==> src/rtl/aes_round_sequencer.sv <==
// Iterative AES-128 controller: runs one block ten times through an external round datapath,
// owning the datapath's bubble flag and Rcon, and returns the ciphertext on a valid/ready port.
module aes_round_sequencer #(
  parameter int ROUND_LAT = 4,
  parameter int WD_SLACK  = 4
) (
  input  logic         clock,
  input  logic         reset,
  input  logic         in_valid,
  output logic         in_ready,
  input  logic [127:0] in_text,
  input  logic [127:0] in_key,
  output logic         out_valid,
  input  logic         out_ready,
  output logic [127:0] out_text,
  output logic [127:0] rd_state_out,
  output logic [127:0] rd_key_out,
  output logic [7:0]   rd_rcon_out,
  output logic         rd_empty_out,
  input  logic [127:0] rd_state_in,
  input  logic [127:0] rd_key_in,
  input  logic [7:0]   rd_rcon_in,
  input  logic         rd_empty_in,
  output logic         busy,
  output logic [3:0]   round,
  output logic         error
);

  typedef enum logic [1:0] {IDLE, ISSUE, WAIT, DONE} state_t;

  localparam int              WD_LIMIT  = ROUND_LAT + WD_SLACK;
  localparam int              WD_W      = $clog2(WD_LIMIT + 1) + 1;
  localparam logic [WD_W-1:0] WD_FIRE   = WD_W'(WD_LIMIT - 1);
  localparam logic [7:0]      RCON_LAST = 8'h36;

  state_t          state;
  logic [WD_W-1:0] wd_count;

  function automatic logic [7:0] xtime(input logic [7:0] b);
    return {b[6:0], 1'b0} ^ (b[7] ? 8'h1b : 8'h00);
  endfunction

  // The rd_*_out registers are the working state/key/rcon: they hold steady through WAIT
  // and are reloaded from the datapath return before the next issue.
  // NOTE: every register here is assigned with <= so all updates take effect together at the edge.
  always_ff @(posedge clock) begin
    if (reset) begin
      state        <= IDLE;
      in_ready     <= 1'b0;
      out_valid    <= 1'b0;
      out_text     <= '0;
      rd_state_out <= '0;
      rd_key_out   <= '0;
      rd_rcon_out  <= '0;
      rd_empty_out <= 1'b1;
      busy         <= 1'b0;
      round        <= '0;
      error        <= 1'b0;
      wd_count     <= '0;
    end else begin
      unique case (state)
        IDLE: begin
          in_ready <= 1'b1;
          if (in_ready && in_valid) begin
            in_ready     <= 1'b0;
            busy         <= 1'b1;
            round        <= 4'd1;
            rd_state_out <= in_text ^ in_key;
            rd_key_out   <= in_key;
            rd_rcon_out  <= 8'h01;
            rd_empty_out <= 1'b0;
            state        <= ISSUE;
          end
        end

        ISSUE: begin
          rd_empty_out <= 1'b1;
          // Loaded with 1 so the count equals cycles elapsed since the issue cycle.
          wd_count     <= {{(WD_W-1){1'b0}}, 1'b1};
          state        <= WAIT;
        end

        WAIT: begin
          if (!rd_empty_in) begin
            if (rd_rcon_in != rd_rcon_out) begin
              error    <= 1'b1;
              busy     <= 1'b0;
              round    <= '0;
              in_ready <= 1'b1;
              state    <= IDLE;
            end else if (rd_rcon_out == RCON_LAST) begin
              out_text  <= rd_state_in;
              out_valid <= 1'b1;
              state     <= DONE;
            end else begin
              rd_state_out <= rd_state_in;
              rd_key_out   <= rd_key_in;
              rd_rcon_out  <= xtime(rd_rcon_out);
              round        <= round + 4'd1;
              rd_empty_out <= 1'b0;
              state        <= ISSUE;
            end
          end else if (wd_count >= WD_FIRE) begin
            error    <= 1'b1;
            busy     <= 1'b0;
            round    <= '0;
            in_ready <= 1'b1;
            state    <= IDLE;
          end else begin
            wd_count <= wd_count + 1'b1;
          end
        end

        DONE: begin
          if (out_ready) begin
            out_valid <= 1'b0;
            busy      <= 1'b0;
            round     <= '0;
            in_ready  <= 1'b1;
            state     <= IDLE;
          end
        end
      endcase
    end
  end

endmodule
==> config.mk <==
export PLATFORM = sky130hd
export DESIGN_NAME = aes_round_sequencer
export DESIGN_NICKNAME = d
export VERILOG_FILES = /design/src/rtl/aes_round_sequencer.sv
export SDC_FILE = /design/constraint.sdc
export NUM_CORES = 1
export LEC_CHECK = 0
export CAP_MARGIN = 0
export CORE_AREA = 2 2 365 367
export CTS_BUF_LIST = sky130_fd_sc_hd__clkbuf_2 sky130_fd_sc_hd__clkbuf_4 sky130_fd_sc_hd__clkbuf_8
export DETAILED_ROUTE_END_ITERATION = 16
export DIE_AREA = 0 0 367 369
export GPL_TIMING_DRIVEN = 0
export PLACE_DENSITY = 0.45
export RECOVER_POWER = 50
export SYNTH_ARGS = -nofsm -noshare
export SYNTH_HDL_FRONTEND = slang
export SYNTH_SLANG_ARGS = --single-unit
==> constraint.sdc <==
create_clock -name clock -period 2.6 [get_ports clock]
set_clock_uncertainty 0.2 [all_clocks]
set_input_delay 0.52 -clock clock [delete_from_list [all_inputs] [get_ports clock]]
set_output_delay 0.52 -clock clock [all_outputs]
set_load 0.01 [all_outputs]
* After elaboration in Yosys (flattened, before gate mapping)
Index checks and enable logic that the tools add are counted.
** Storage, ports and cells
- Logic and storage cells :: 108
- Input bits :: 525
- Register bits after elaboration :: 408
- Output and inout bits :: 401
** Cells by class
- Equality and inequality tests :: 17
- Reductions and logical operators :: 18
- Add/subtract/negate cells :: 2
- Muxes and demuxes :: 54
- Bitwise operators :: 4
- $lt $le $gt $ge :: 1
** Operators by type and width (count)
- two-way mux 128 bit :: 8
- case mux 128 bit (2 select lines) :: 2
- XOR 128 bit :: 1
- two-way mux 8 bit :: 4
- AND reduction 5 bit :: 5
- two-way mux 4 bit :: 6
- two-way mux 1 bit :: 17
- != test 2 bit, second input constant :: 8
- case mux 8 bit (2 select lines) :: 1
- two-way mux 5 bit :: 3
- two-way mux 2 bit :: 6
- case mux 4 bit (3 select lines) :: 1
- case mux 5 bit (2 select lines) :: 1
- case mux 1 bit (3 select lines) :: 3
- AND reduction 3 bit :: 3
- equality test 8 x 6 -> 1 bit, second input constant :: 1
- != test 8 bit :: 1
- case mux 2 bit (4 select lines) :: 1
- AND reduction 4 bit :: 2
- nonzero test 2 bit :: 4
- XOR 8 x 5 -> 8 bit :: 1
- != test 3 bit, second input constant :: 2
- nonzero test 3 bit :: 2
- adder 5 x 1 -> 5 bit, second input constant :: 1
- 10 further kinds :: 12

* Depth between registers and ports, before layout
Gate-level depths: netlist of run 1.
- Depth in word-level cells :: 6
- Mapped depth :: 10
- Depth with buffers taken out :: 6

* Worst setup path before layout of run 1
OpenSTA, ideal clock, no wires.
- Kind :: input-to-reg
- Start :: in rd_rcon_in[4]
- End :: reg rd_key_out[32]
- Cell stages on the path :: 9
- Arrival :: 2.458 ns
- Slack :: -0.206 ns
- Library setup time :: 0.148 ns
- Data required time :: 2.252 ns
- Path buffers :: 4
- Cell sequence :: xor2_1 or4_4 or4_1 buf_6 nand2_4 buf_12 buf_12 buf_12 a211oi_1
** On the way
- Cells in the longest elaborated chain, start to end :: 3
** Ends and longest elaborated chain
- start, declared :: line 22 : input logic [7:0] rd_rcon_in,
- != test 8 bit :: line 85 : if (rd_rcon_in != rd_rcon_out) begin
- != test 2 bit (no line)
- AND reduction 5 bit (no line)
- end signal, assigned :: line 69 : rd_key_out <= in_key;
- end signal, assigned :: line 97 : rd_key_out <= rd_key_in;
- end, declared :: line 17 : output logic [127:0] rd_key_out,
Every way passes these cells.
A chain may end at the register's enable or synchronous reset.

* Worst setup path in the final report of run 1
- Start :: reg rd_rcon_out[4]
- End :: reg rd_key_out[96]
** On the way
- Cells in the longest elaborated chain, start to end :: 3
** Ends and longest elaborated chain
- start, declared :: line 18 : output logic [7:0] rd_rcon_out,
- start signal, assigned :: line 98 : rd_rcon_out <= xtime(rd_rcon_out);
- equality test 8 x 6 -> 1 bit or != test 8 bit (tied branches) :: line 91, 85
- != test 2 bit (no line)
- AND reduction 5 bit (no line) *
Every way passes the cells marked *; elsewhere a longest branch is shown, timed or not.

==> impl_metrics.xml, run 1 <==
<?xml version="1.0" encoding="UTF-8"?>
<metrics>
  <group name="status">
    <metric name="result_of_the_run" unit="">finished with violations</metric>
    <metric name="violations" unit="">setup timing</metric>
  </group>
  <group name="power_and_ir_drop">
    <metric name="comb_power_share" unit="%">27.0</metric>
    <metric name="pwr_density_cell" unit="mW/mm^2">562</metric>
    <metric name="switching_power" unit="mW">6.33</metric>
    <metric name="sw_frac_of_total" unit="%">32.4</metric>
    <metric name="vdd_ir_drop_max" unit="uV">311</metric>
    <metric name="power.sequential.fraction" unit="%">35.4</metric>
    <metric name="total_power" unit="mW">19.5</metric>
    <metric name="power.share.clock" unit="%">37.6</metric>
    <metric name="power.internal" unit="mW">13.2</metric>
    <metric name="p_leak" unit="nW">12.2</metric>
  </group>
  <group name="cells_and_area">
    <metric name="post-route-cell-area" unit="sq mm">0.0347</metric>
    <metric name="final_net_count" unit="">3905</metric>
    <metric name="drive_above_1_share" unit="%">16.0</metric>
    <metric name="areaGrowthSynthToFinish" unit="%">80.4</metric>
    <metric name="final_cells" unit="">5198</metric>
    <metric name="layout.core_utilization" unit="%">26.5</metric>
  </group>
  <group name="clocking">
    <metric name="clock_tree.buffer_depth" unit="">3</metric>
    <metric name="htree_num_levels" unit="">3</metric>
    <metric name="numClockSinks" unit="">408</metric>
    <metric name="hold_buffers" unit="">0</metric>
    <metric name="clock_transition_at_path_regs" unit="ns">0.06</metric>
    <metric name="tritoncts.num_buffers" unit="">86</metric>
    <metric name="cts_root_buffer" unit="">sky130_fd_sc_hd__clkbuf_8</metric>
    <metric name="tritoncts_clock_tree" unit="">built</metric>
    <metric name="worst_skew_pair.late_latency" unit="ns">0.79</metric>
  </group>
  <group name="timing">
    <metric name="final.min_clock_period" unit="ns">2.80</metric>
    <metric name="maxClockFrequency" unit="GHz">0.358</metric>
    <metric name="timing_worst_slew_pin_value" unit="ns">1.08</metric>
    <metric name="timing_hold_violations_final" unit="">0</metric>
    <metric name="fin_tns_setup" unit="ns">-22.52</metric>
    <metric name="setup_ws" unit="ns">-0.197</metric>
    <metric name="hold_slack" unit="ns">0.136</metric>
    <metric name="rsz_0062_raised_after_global_routing" unit="">true</metric>
    <metric name="timing.final.crit_share" unit="%">108</metric>
    <metric name="setup-violations-final" unit="">338</metric>
    <metric name="maxSlewViolCount" unit="">0</metric>
    <metric name="slew-limit-headroom" unit="%">28.1</metric>
  </group>
  <group name="placed_design">
    <metric name="dp_hpwl" unit="um">103000</metric>
    <metric name="placed_cells_incl_taps" unit="">4973</metric>
    <metric name="placed_cell_area" unit="sq mm">0.0308</metric>
    <metric name="post-place-ws" unit="ns">-1.69</metric>
    <metric name="place_congestion" unit="">0.940</metric>
    <metric name="io_buffers" unit="">924</metric>
  </group>
  <group name="grt">
    <metric name="track_usage" unit="%">18.8</metric>
    <metric name="grt_pass1_wl" unit="um">179000</metric>
    <metric name="via_count_of_the_first_global_routing_pass" unit="">22100</metric>
    <metric name="overflow" unit="">0</metric>
    <metric name="grt_max_degree" unit="">20</metric>
    <metric name="antenna_found_initial" unit="">14</metric>
  </group>
  <group name="worst_hold_path">
    <metric name="hp-class" unit="">in -&gt; reg</metric>
  </group>
  <group name="routing">
    <metric name="antenna_left" unit="">0</metric>
    <metric name="remaining_drc_errors" unit="">0</metric>
    <metric name="avgViaCountPerCell" unit="">4.23</metric>
    <metric name="wl_per_cell" unit="um">25.7</metric>
    <metric name="drt_wirelength" unit="um">133000</metric>
    <metric name="first_iter_violations" unit="">1369</metric>
    <metric name="first_pass_iters" unit="">5</metric>
    <metric name="num_vias" unit="">22000</metric>
  </group>
  <group name="yosys">
    <metric name="post-synth-top-area-cell" unit="">sky130_fd_sc_hd__dfxtp_1</metric>
    <metric name="synth_sequential_area_ratio" unit="%">42.4</metric>
    <metric name="dominantRegCellSynth" unit="">sky130_fd_sc_hd__dfxtp_1</metric>
    <metric name="synth.most_common_cell" unit="">sky130_fd_sc_hd__dfxtp_1</metric>
    <metric name="netlist.area_leader.share" unit="%">42.4</metric>
    <metric name="yosysWarnings" unit="">0</metric>
    <metric name="post_syn_instances" unit="">2293</metric>
    <metric name="synth_top_area_cells" unit="">sky130_fd_sc_hd__dfxtp_1 (42%), sky130_fd_sc_hd__nand2_1 (7.7%), sky130_fd_sc_hd__a211oi_1 (7.2%), sky130_fd_sc_hd__mux2i_1 (6.7%), sky130_fd_sc_hd__o21ai_0 (6.4%)</metric>
    <metric name="synth.avg_cell_area" unit="sq um">8.40</metric>
    <metric name="synth_enable_flop_cells" unit="">0</metric>
    <metric name="postSynthRegisterBits" unit="">408</metric>
    <metric name="post_synth_most_frequent_cells" unit="">sky130_fd_sc_hd__dfxtp_1 (408), sky130_fd_sc_hd__nand2_1 (394), sky130_fd_sc_hd__o21ai_0 (248)</metric>
    <metric name="count_of_distinct_cell_types_in_the_synthesized_netlist" unit="">52</metric>
    <metric name="async_reset_ff_share" unit="%">0</metric>
    <metric name="synthesis.area" unit="sq mm">0.0193</metric>
    <metric name="synth_fp_nets" unit="">2820</metric>
  </group>
  <group name="setup_path">
    <metric name="depth_of_the_most_critical_reg_to_reg_path" unit="">11</metric>
    <metric name="reg2reg_slack" unit="ns">-0.20</metric>
    <metric name="cp.depth" unit="">11</metric>
    <metric name="crit_fanout" unit="">7</metric>
    <metric name="critical_path.top_delay_family" unit="">simple AND/OR/NAND/NOR gates</metric>
    <metric name="cp-endpoint" unit="">rd_key_out[96]</metric>
    <metric name="worstPathRequired" unit="ns">3.02</metric>
    <metric name="cp_most_frequent_cell" unit="">sky130_fd_sc_hd__buf_12</metric>
    <metric name="critical_path.startpoint" unit="">rd_rcon_out[4]</metric>
    <metric name="setup.worst_path.end_class" unit="">register</metric>
    <metric name="worst_r2r_end" unit="">rd_key_out[96]</metric>
    <metric name="timing.critical_path.slowest_cell_delay" unit="ns">0.55</metric>
    <metric name="timing.critical_path.slowest_stage_cell" unit="">sky130_fd_sc_hd__or4_4</metric>
    <metric name="criticalPathCategory" unit="">reg -&gt; reg</metric>
    <metric name="timing.rr.start" unit="">rd_rcon_out[4]</metric>
    <metric name="timing.critical_path.from_type" unit="">register</metric>
    <metric name="worstPathBufferInverterCount" unit="">6</metric>
    <metric name="cp_cell_sequence" unit="">xor2_2, or4_4, or4_4, nand2_8, buf_12, buf_12, buf_8, buf_12, buf_12, buf_8, a211oi_2</metric>
    <metric name="endpoint_arrival_time_on_the_critical_path" unit="ns">3.22</metric>
  </group>
  <group name="die">
    <metric name="placement_rows" unit="">133</metric>
    <metric name="die_height" unit="um">369</metric>
    <metric name="die_x" unit="um">367</metric>
    <metric name="core_area" unit="sq mm">0.131</metric>
    <metric name="fp.dieArea" unit="sq mm">0.135</metric>
    <metric name="ioPinCount" unit="">926</metric>
    <metric name="initial_utilization" unit="%">14.7</metric>
  </group>
  <group name="flow_run">
    <metric name="cap_violations" unit="">0</metric>
  </group>
</metrics>
-- layer usage --
layer  share of wire (%)  global-route usage, %  wire length, um
met1                  43                   23.3            56800
met2                  48                   32.0            64000
met3                 7.0                   5.15             9340
met4                 2.5                   4.42             3270
met5               0.013                      0               17
-- repair_timing --
item                                    in CTS  in global routing
pin swaps                                   57                 43
cloned                                      20                  7
buffers inserted                            43                 30
hold endpoints to repair                     0                  0
endpoints found under the setup margin     460                391
gates resized for setup                    376                188
-- cell type report --
class | count | area [sq um]
Antenna cell | 8 | 20.0
Buffer | 209 | 1580
Clock buffer | 133 | 1620
Clock inverter | 12 | 115
Fill cell | 14400 | 96400
Inverter | 3 | 15.0
Multi-Input combinational cell | 1660 | 10500
Sequential cell | 408 | 8190
Tap cell | 1755 | 2200
Timing Repair Buffer | 1010 | 10500
-- state kept, by name, indices dropped and copies added (netlist names) --
register,count
rd_key_out,128
busy,1
rd_empty_out,1
wd_count,5
error,1
rd_state_out,128
out_valid,1
rd_rcon_out,8
round,4
in_ready,1
state,2
out_text,128
-- power by group through the flow --
stage	combinational, mW	clock, mW	sequential (mW)
4_1_cts	5.38	7.58	6.91
3_5_place_dp	4.87	0	7.04
5_1_grt	5.55	7.87	6.95
3_3_place_gp	4.88	0	7.03
2_1_floorplan	1.83	0	7.16
6_report	5.27	7.33	6.91
-- worst min-delay path by stage --
stage / start / endpoint / slack [ns] / cells past startpoint
6_report: rd_state_in[33] / out_text[33] / 0.14 / 3
4_1_cts: rd_state_in[89] / out_text[89] / 0.005 / 3
3_5_place_dp: rd_state_out[113] / rd_state_out[113] / 0.24 / 2
5_1_grt: rd_state_in[59] / out_text[59] / 0.07 / 3
3_3_place_gp: rd_state_out[116] / rd_state_out[116] / 0.24 / 2
2_1_floorplan: wd_count[4] / wd_count[4] / 0.23 / 1
-- cell families (layout without fill, tap and decap cells) --
family                     Yosys count  in the layout  share of synthesized area (%)
other                                0              8                              0
DFF                                408            408                           42.4
and+or+nand+nor                    711            711                           15.4
AOI/OAI and AO/OA                  679            679                           23.3
adders and majority gates            2              2                          0.130
buffers and inverters              225           1367                           5.73
xor gates and xnor gates           139            139                           6.32
muxes                              129            129                           6.71
-- cells in the final DEF (no fill, tap or decap), types with 44 or more instances in the layout --
master	synthesis	layout
sky130_fd_sc_hd__clkdlybuf4s50_1	0	716
sky130_fd_sc_hd__dfxtp_1	408	396
sky130_fd_sc_hd__nand2_1	394	394
sky130_fd_sc_hd__dlygate4sd3_1	0	160
sky130_fd_sc_hd__o21ai_0	248	152
sky130_fd_sc_hd__a21oi_1	143	143
sky130_fd_sc_hd__nor2_1	143	142
sky130_fd_sc_hd__a211oi_1	184	140
sky130_fd_sc_hd__nor3_1	131	131
sky130_fd_sc_hd__xnor2_1	130	129
sky130_fd_sc_hd__mux2i_1	128	128
sky130_fd_sc_hd__a211oi_2	73	117
sky130_fd_sc_hd__clkbuf_8	0	105
sky130_fd_sc_hd__clkbuf_1	175	94
sky130_fd_sc_hd__o21ai_2	9	56
sky130_fd_sc_hd__o21ai_1	4	53
sky130_fd_sc_hd__dlygate4sd2_1	0	47
sky130_fd_sc_hd__clkbuf_4	0	44
-- worst min-delay path, cell delays in order --
cell                              delay (ns)
sky130_fd_sc_hd__clkdlybuf4s50_1        0.42
sky130_fd_sc_hd__nand2_1                0.06
sky130_fd_sc_hd__a21oi_1                0.06
Note: power is estimated with default switching activity, not from simulation.
==> inputs of run 2 (changes only) <==
- CELL_PAD_IN_SITES_DETAIL_PLACEMENT: not set -> 0
- CELL_PAD_IN_SITES_GLOBAL_PLACEMENT: not set -> 1
- CORE_AREA: 2 2 365 367 -> 2 2 362 364
- DIE_AREA: 0 0 367 369 -> 0 0 364 366
- PLACE_DENSITY: 0.45 -> 0.47
==> impl_metrics.xml, run 2 (synthesis results as in run 1) <==
<?xml version="1.0" encoding="UTF-8"?>
<metrics>
  <group name="status">
    <metric name="result_of_the_run" unit="">finished with violations</metric>
    <metric name="violations" unit="">setup timing</metric>
  </group>
  <group name="clocking">
    <metric name="clock_tree.buffer_depth" unit="">3</metric>
    <metric name="tritoncts.num_buffers" unit="">89</metric>
    <metric name="tritoncts_clock_tree" unit="">built</metric>
    <metric name="clock_transition_at_path_regs" unit="ns">0.06</metric>
    <metric name="htree_num_levels" unit="">3</metric>
    <metric name="cts_root_buffer" unit="">sky130_fd_sc_hd__clkbuf_8</metric>
    <metric name="worst_skew_pair.late_latency" unit="ns">0.73</metric>
    <metric name="numClockSinks" unit="">408</metric>
  </group>
  <group name="worst_hold_path">
    <metric name="hp-class" unit="">in -&gt; reg</metric>
  </group>
  <group name="setup_path">
    <metric name="endpoint_arrival_time_on_the_critical_path" unit="ns">3.15</metric>
    <metric name="cp-endpoint" unit="">rd_key_out[13]</metric>
    <metric name="timing.rr.start" unit="">rd_rcon_out[2]</metric>
    <metric name="timing.critical_path.slowest_cell_delay" unit="ns">0.50</metric>
    <metric name="timing.critical_path.from_type" unit="">register</metric>
    <metric name="worstPathBufferInverterCount" unit="">4</metric>
    <metric name="critical_path.startpoint" unit="">rd_rcon_out[2]</metric>
    <metric name="timing.critical_path.slowest_stage_cell" unit="">sky130_fd_sc_hd__or4_4</metric>
    <metric name="setup.worst_path.end_class" unit="">register</metric>
    <metric name="depth_of_the_most_critical_reg_to_reg_path" unit="">9</metric>
    <metric name="worst_r2r_end" unit="">rd_key_out[13]</metric>
    <metric name="cp_most_frequent_cell" unit="">sky130_fd_sc_hd__buf_12</metric>
    <metric name="worstPathRequired" unit="ns">2.95</metric>
    <metric name="crit_fanout" unit="">10</metric>
    <metric name="reg2reg_slack" unit="ns">-0.20</metric>
    <metric name="critical_path.top_delay_family" unit="">simple AND/OR/NAND/NOR gates</metric>
    <metric name="criticalPathCategory" unit="">reg -&gt; reg</metric>
    <metric name="cp.depth" unit="">9</metric>
    <metric name="cp_cell_sequence" unit="">xor2_2, or4_4, or4_4, nand2_8, buf_12, buf_16, buf_12, buf_12, a211oi_1</metric>
  </group>
  <group name="die">
    <metric name="core_area" unit="sq mm">0.129</metric>
    <metric name="initial_utilization" unit="%">14.9</metric>
    <metric name="fp.dieArea" unit="sq mm">0.133</metric>
    <metric name="die_x" unit="um">364</metric>
    <metric name="ioPinCount" unit="">926</metric>
    <metric name="placement_rows" unit="">132</metric>
    <metric name="die_height" unit="um">366</metric>
  </group>
  <group name="placed_design">
    <metric name="dp_hpwl" unit="um">108000</metric>
    <metric name="post-place-ws" unit="ns">-2.26</metric>
    <metric name="io_buffers" unit="">924</metric>
    <metric name="placed_cell_area" unit="sq mm">0.0308</metric>
    <metric name="place_congestion" unit="">0.842</metric>
  </group>
  <group name="routing">
    <metric name="m1WireLength" unit="um">58200</metric>
    <metric name="length_of_routed_met2_wiring" unit="um">69100</metric>
    <metric name="remaining_drc_errors" unit="">0</metric>
    <metric name="first_iter_violations" unit="">971</metric>
    <metric name="antenna_left" unit="">0</metric>
    <metric name="wl_per_cell" unit="um">26.7</metric>
    <metric name="met3RoutedLength" unit="um">8870</metric>
    <metric name="top_signal_layer_used" unit="">met5</metric>
    <metric name="drt_wirelength" unit="um">139000</metric>
    <metric name="num_vias" unit="">21600</metric>
    <metric name="first_pass_iters" unit="">5</metric>
    <metric name="avgViaCountPerCell" unit="">4.16</metric>
  </group>
  <group name="power_and_ir_drop">
    <metric name="pwr_density_cell" unit="mW/mm^2">575</metric>
    <metric name="p_leak" unit="nW">11.9</metric>
    <metric name="switching_power" unit="mW">6.39</metric>
    <metric name="power.sequential.fraction" unit="%">34.2</metric>
    <metric name="power.internal" unit="mW">13.8</metric>
    <metric name="vdd_ir_drop_max" unit="uV">273</metric>
    <metric name="comb_power_share" unit="%">26.9</metric>
    <metric name="total_power" unit="mW">20.2</metric>
    <metric name="power.share.clock" unit="%">39.0</metric>
    <metric name="sw_frac_of_total" unit="%">31.7</metric>
  </group>
  <group name="timing">
    <metric name="timing_worst_slew_pin_value" unit="ns">1.16</metric>
    <metric name="timing_hold_violations_final" unit="">0</metric>
    <metric name="maxClockFrequency" unit="GHz">0.357</metric>
    <metric name="rsz_0062_raised_after_global_routing" unit="">true</metric>
    <metric name="timing.final.crit_share" unit="%">108</metric>
    <metric name="slew-limit-headroom" unit="%">22.6</metric>
    <metric name="final.min_clock_period" unit="ns">2.80</metric>
    <metric name="setup-violations-final" unit="">193</metric>
    <metric name="maxSlewViolCount" unit="">0</metric>
    <metric name="setup_ws" unit="ns">-0.200</metric>
  </group>
  <group name="cells_and_area">
    <metric name="leading_cell_type_in_the_layout_fill_and_taps_excluded" unit="">sky130_fd_sc_hd__clkdlybuf4s50_1</metric>
    <metric name="post-route-cell-area" unit="sq mm">0.0351</metric>
    <metric name="areaGrowthSynthToFinish" unit="%">82.2</metric>
    <metric name="largest_registers" unit="">out_text: 128 flops, rd_key_out: 128 flops, rd_state_out: 128 flops</metric>
    <metric name="final_net_count" unit="">3902</metric>
    <metric name="most_frequent_cells_in_the_layout" unit="">sky130_fd_sc_hd__clkdlybuf4s50_1 (874), sky130_fd_sc_hd__dfxtp_1 (401), sky130_fd_sc_hd__nand2_1 (394)</metric>
    <metric name="drive_above_1_share" unit="%">16.1</metric>
  </group>
  <group name="flow_run">
    <metric name="cap_violations" unit="">0</metric>
  </group>
  <group name="grt">
    <metric name="track_usage" unit="%">20.0</metric>
    <metric name="via_count_of_the_first_global_routing_pass" unit="">22200</metric>
    <metric name="overflow" unit="">0</metric>
    <metric name="grt_pass1_wl" unit="um">185000</metric>
    <metric name="grt_max_degree" unit="">20</metric>
    <metric name="antenna_found_initial" unit="">26</metric>
  </group>
</metrics>
-- run 2: tightest hold or removal path, stage by stage --
cell and delay, ns:
sky130_fd_sc_hd__clkdlybuf4s50_1 0.42, sky130_fd_sc_hd__nand2_1 0.06, sky130_fd_sc_hd__a21oi_1 0.05
-- run 2: worst min-delay path by stage --
stage                             end  slack [ns]               from  depth (start not counted)
floorplan                 wd_count[4]        0.23        wd_count[4]                          1
global placement    rd_state_out[115]        0.24  rd_state_out[115]                          2
detailed placement  rd_state_out[116]        0.24  rd_state_out[116]                          2
CTS                      out_text[92]        0.07    rd_state_in[92]                          3
global route            out_text[121]        0.12   rd_state_in[121]                          3
finish                   out_text[92]        0.18    rd_state_in[92]                          3
-- run 2: power by group through the flow --
| stage | Clock, mW | Sequential (mW) | Combinational (mW) |
|---|---|---|---|
| final | 7.86 | 6.90 | 5.42 |
| after global routing | 8.43 | 6.94 | 5.75 |
| after CTS | 8.17 | 6.90 | 5.41 |
| after detailed placement | 0 | 7.02 | 4.97 |
| after global placement | 0 | 7.01 | 4.97 |
| after floorplan | 0 | 7.16 | 1.83 |
-- run 2: metal layers --
layer | up-vias | GRT usage (%)
met4 | 14 | 4.30
met5 | - | 0
met1 | 10500 | 24.2
li1 | 10300 | -
met2 | 689 | 35.3
met3 | 141 | 4.99
-- run 2: area by class of cell --
cell class / instances / area (sq um)
well taps: 1742 / 2180
clock buffers: 143 / 1790
diodes: 8 / 20.0
inverters: 3 / 11.3
plain buffers: 212 / 1710
fillers: 14100 / 93900
repair buffers: 1001 / 10500
clock inverters: 12 / 123
multi-input cells: 1660 / 10500
flip-flops and latches: 408 / 8180
-- run 2: timing repair --
item / in CTS / in global routing
resized for setup: 340 / 175
endpoints found under the setup margin: 424 / 395
pin swaps: 53 / 35
hold buffers: 0 / 0
gates cloned: 21 / 8
setup buffers: 39 / 17
-- run 2: per-stage QoR --
| stage | setup TNS, ns | cells | utilization, % | hold slack (ns) |
|---|---|---|---|---|
| after floorplan | -10.03 | 2293 | - | 0.231 |
| after global placement | -725.02 | 4959 | 23.8 | 0.239 |
| after detailed placement | -578.04 | 4961 | 23.9 | 0.243 |
| after CTS | -43.77 | 5169 | 26.7 | 0.0721 |
| after global routing | -46.05 | 5186 | 27.2 | 0.122 |
| final | -22.02 | 5189 | 27.2 | 0.180 |
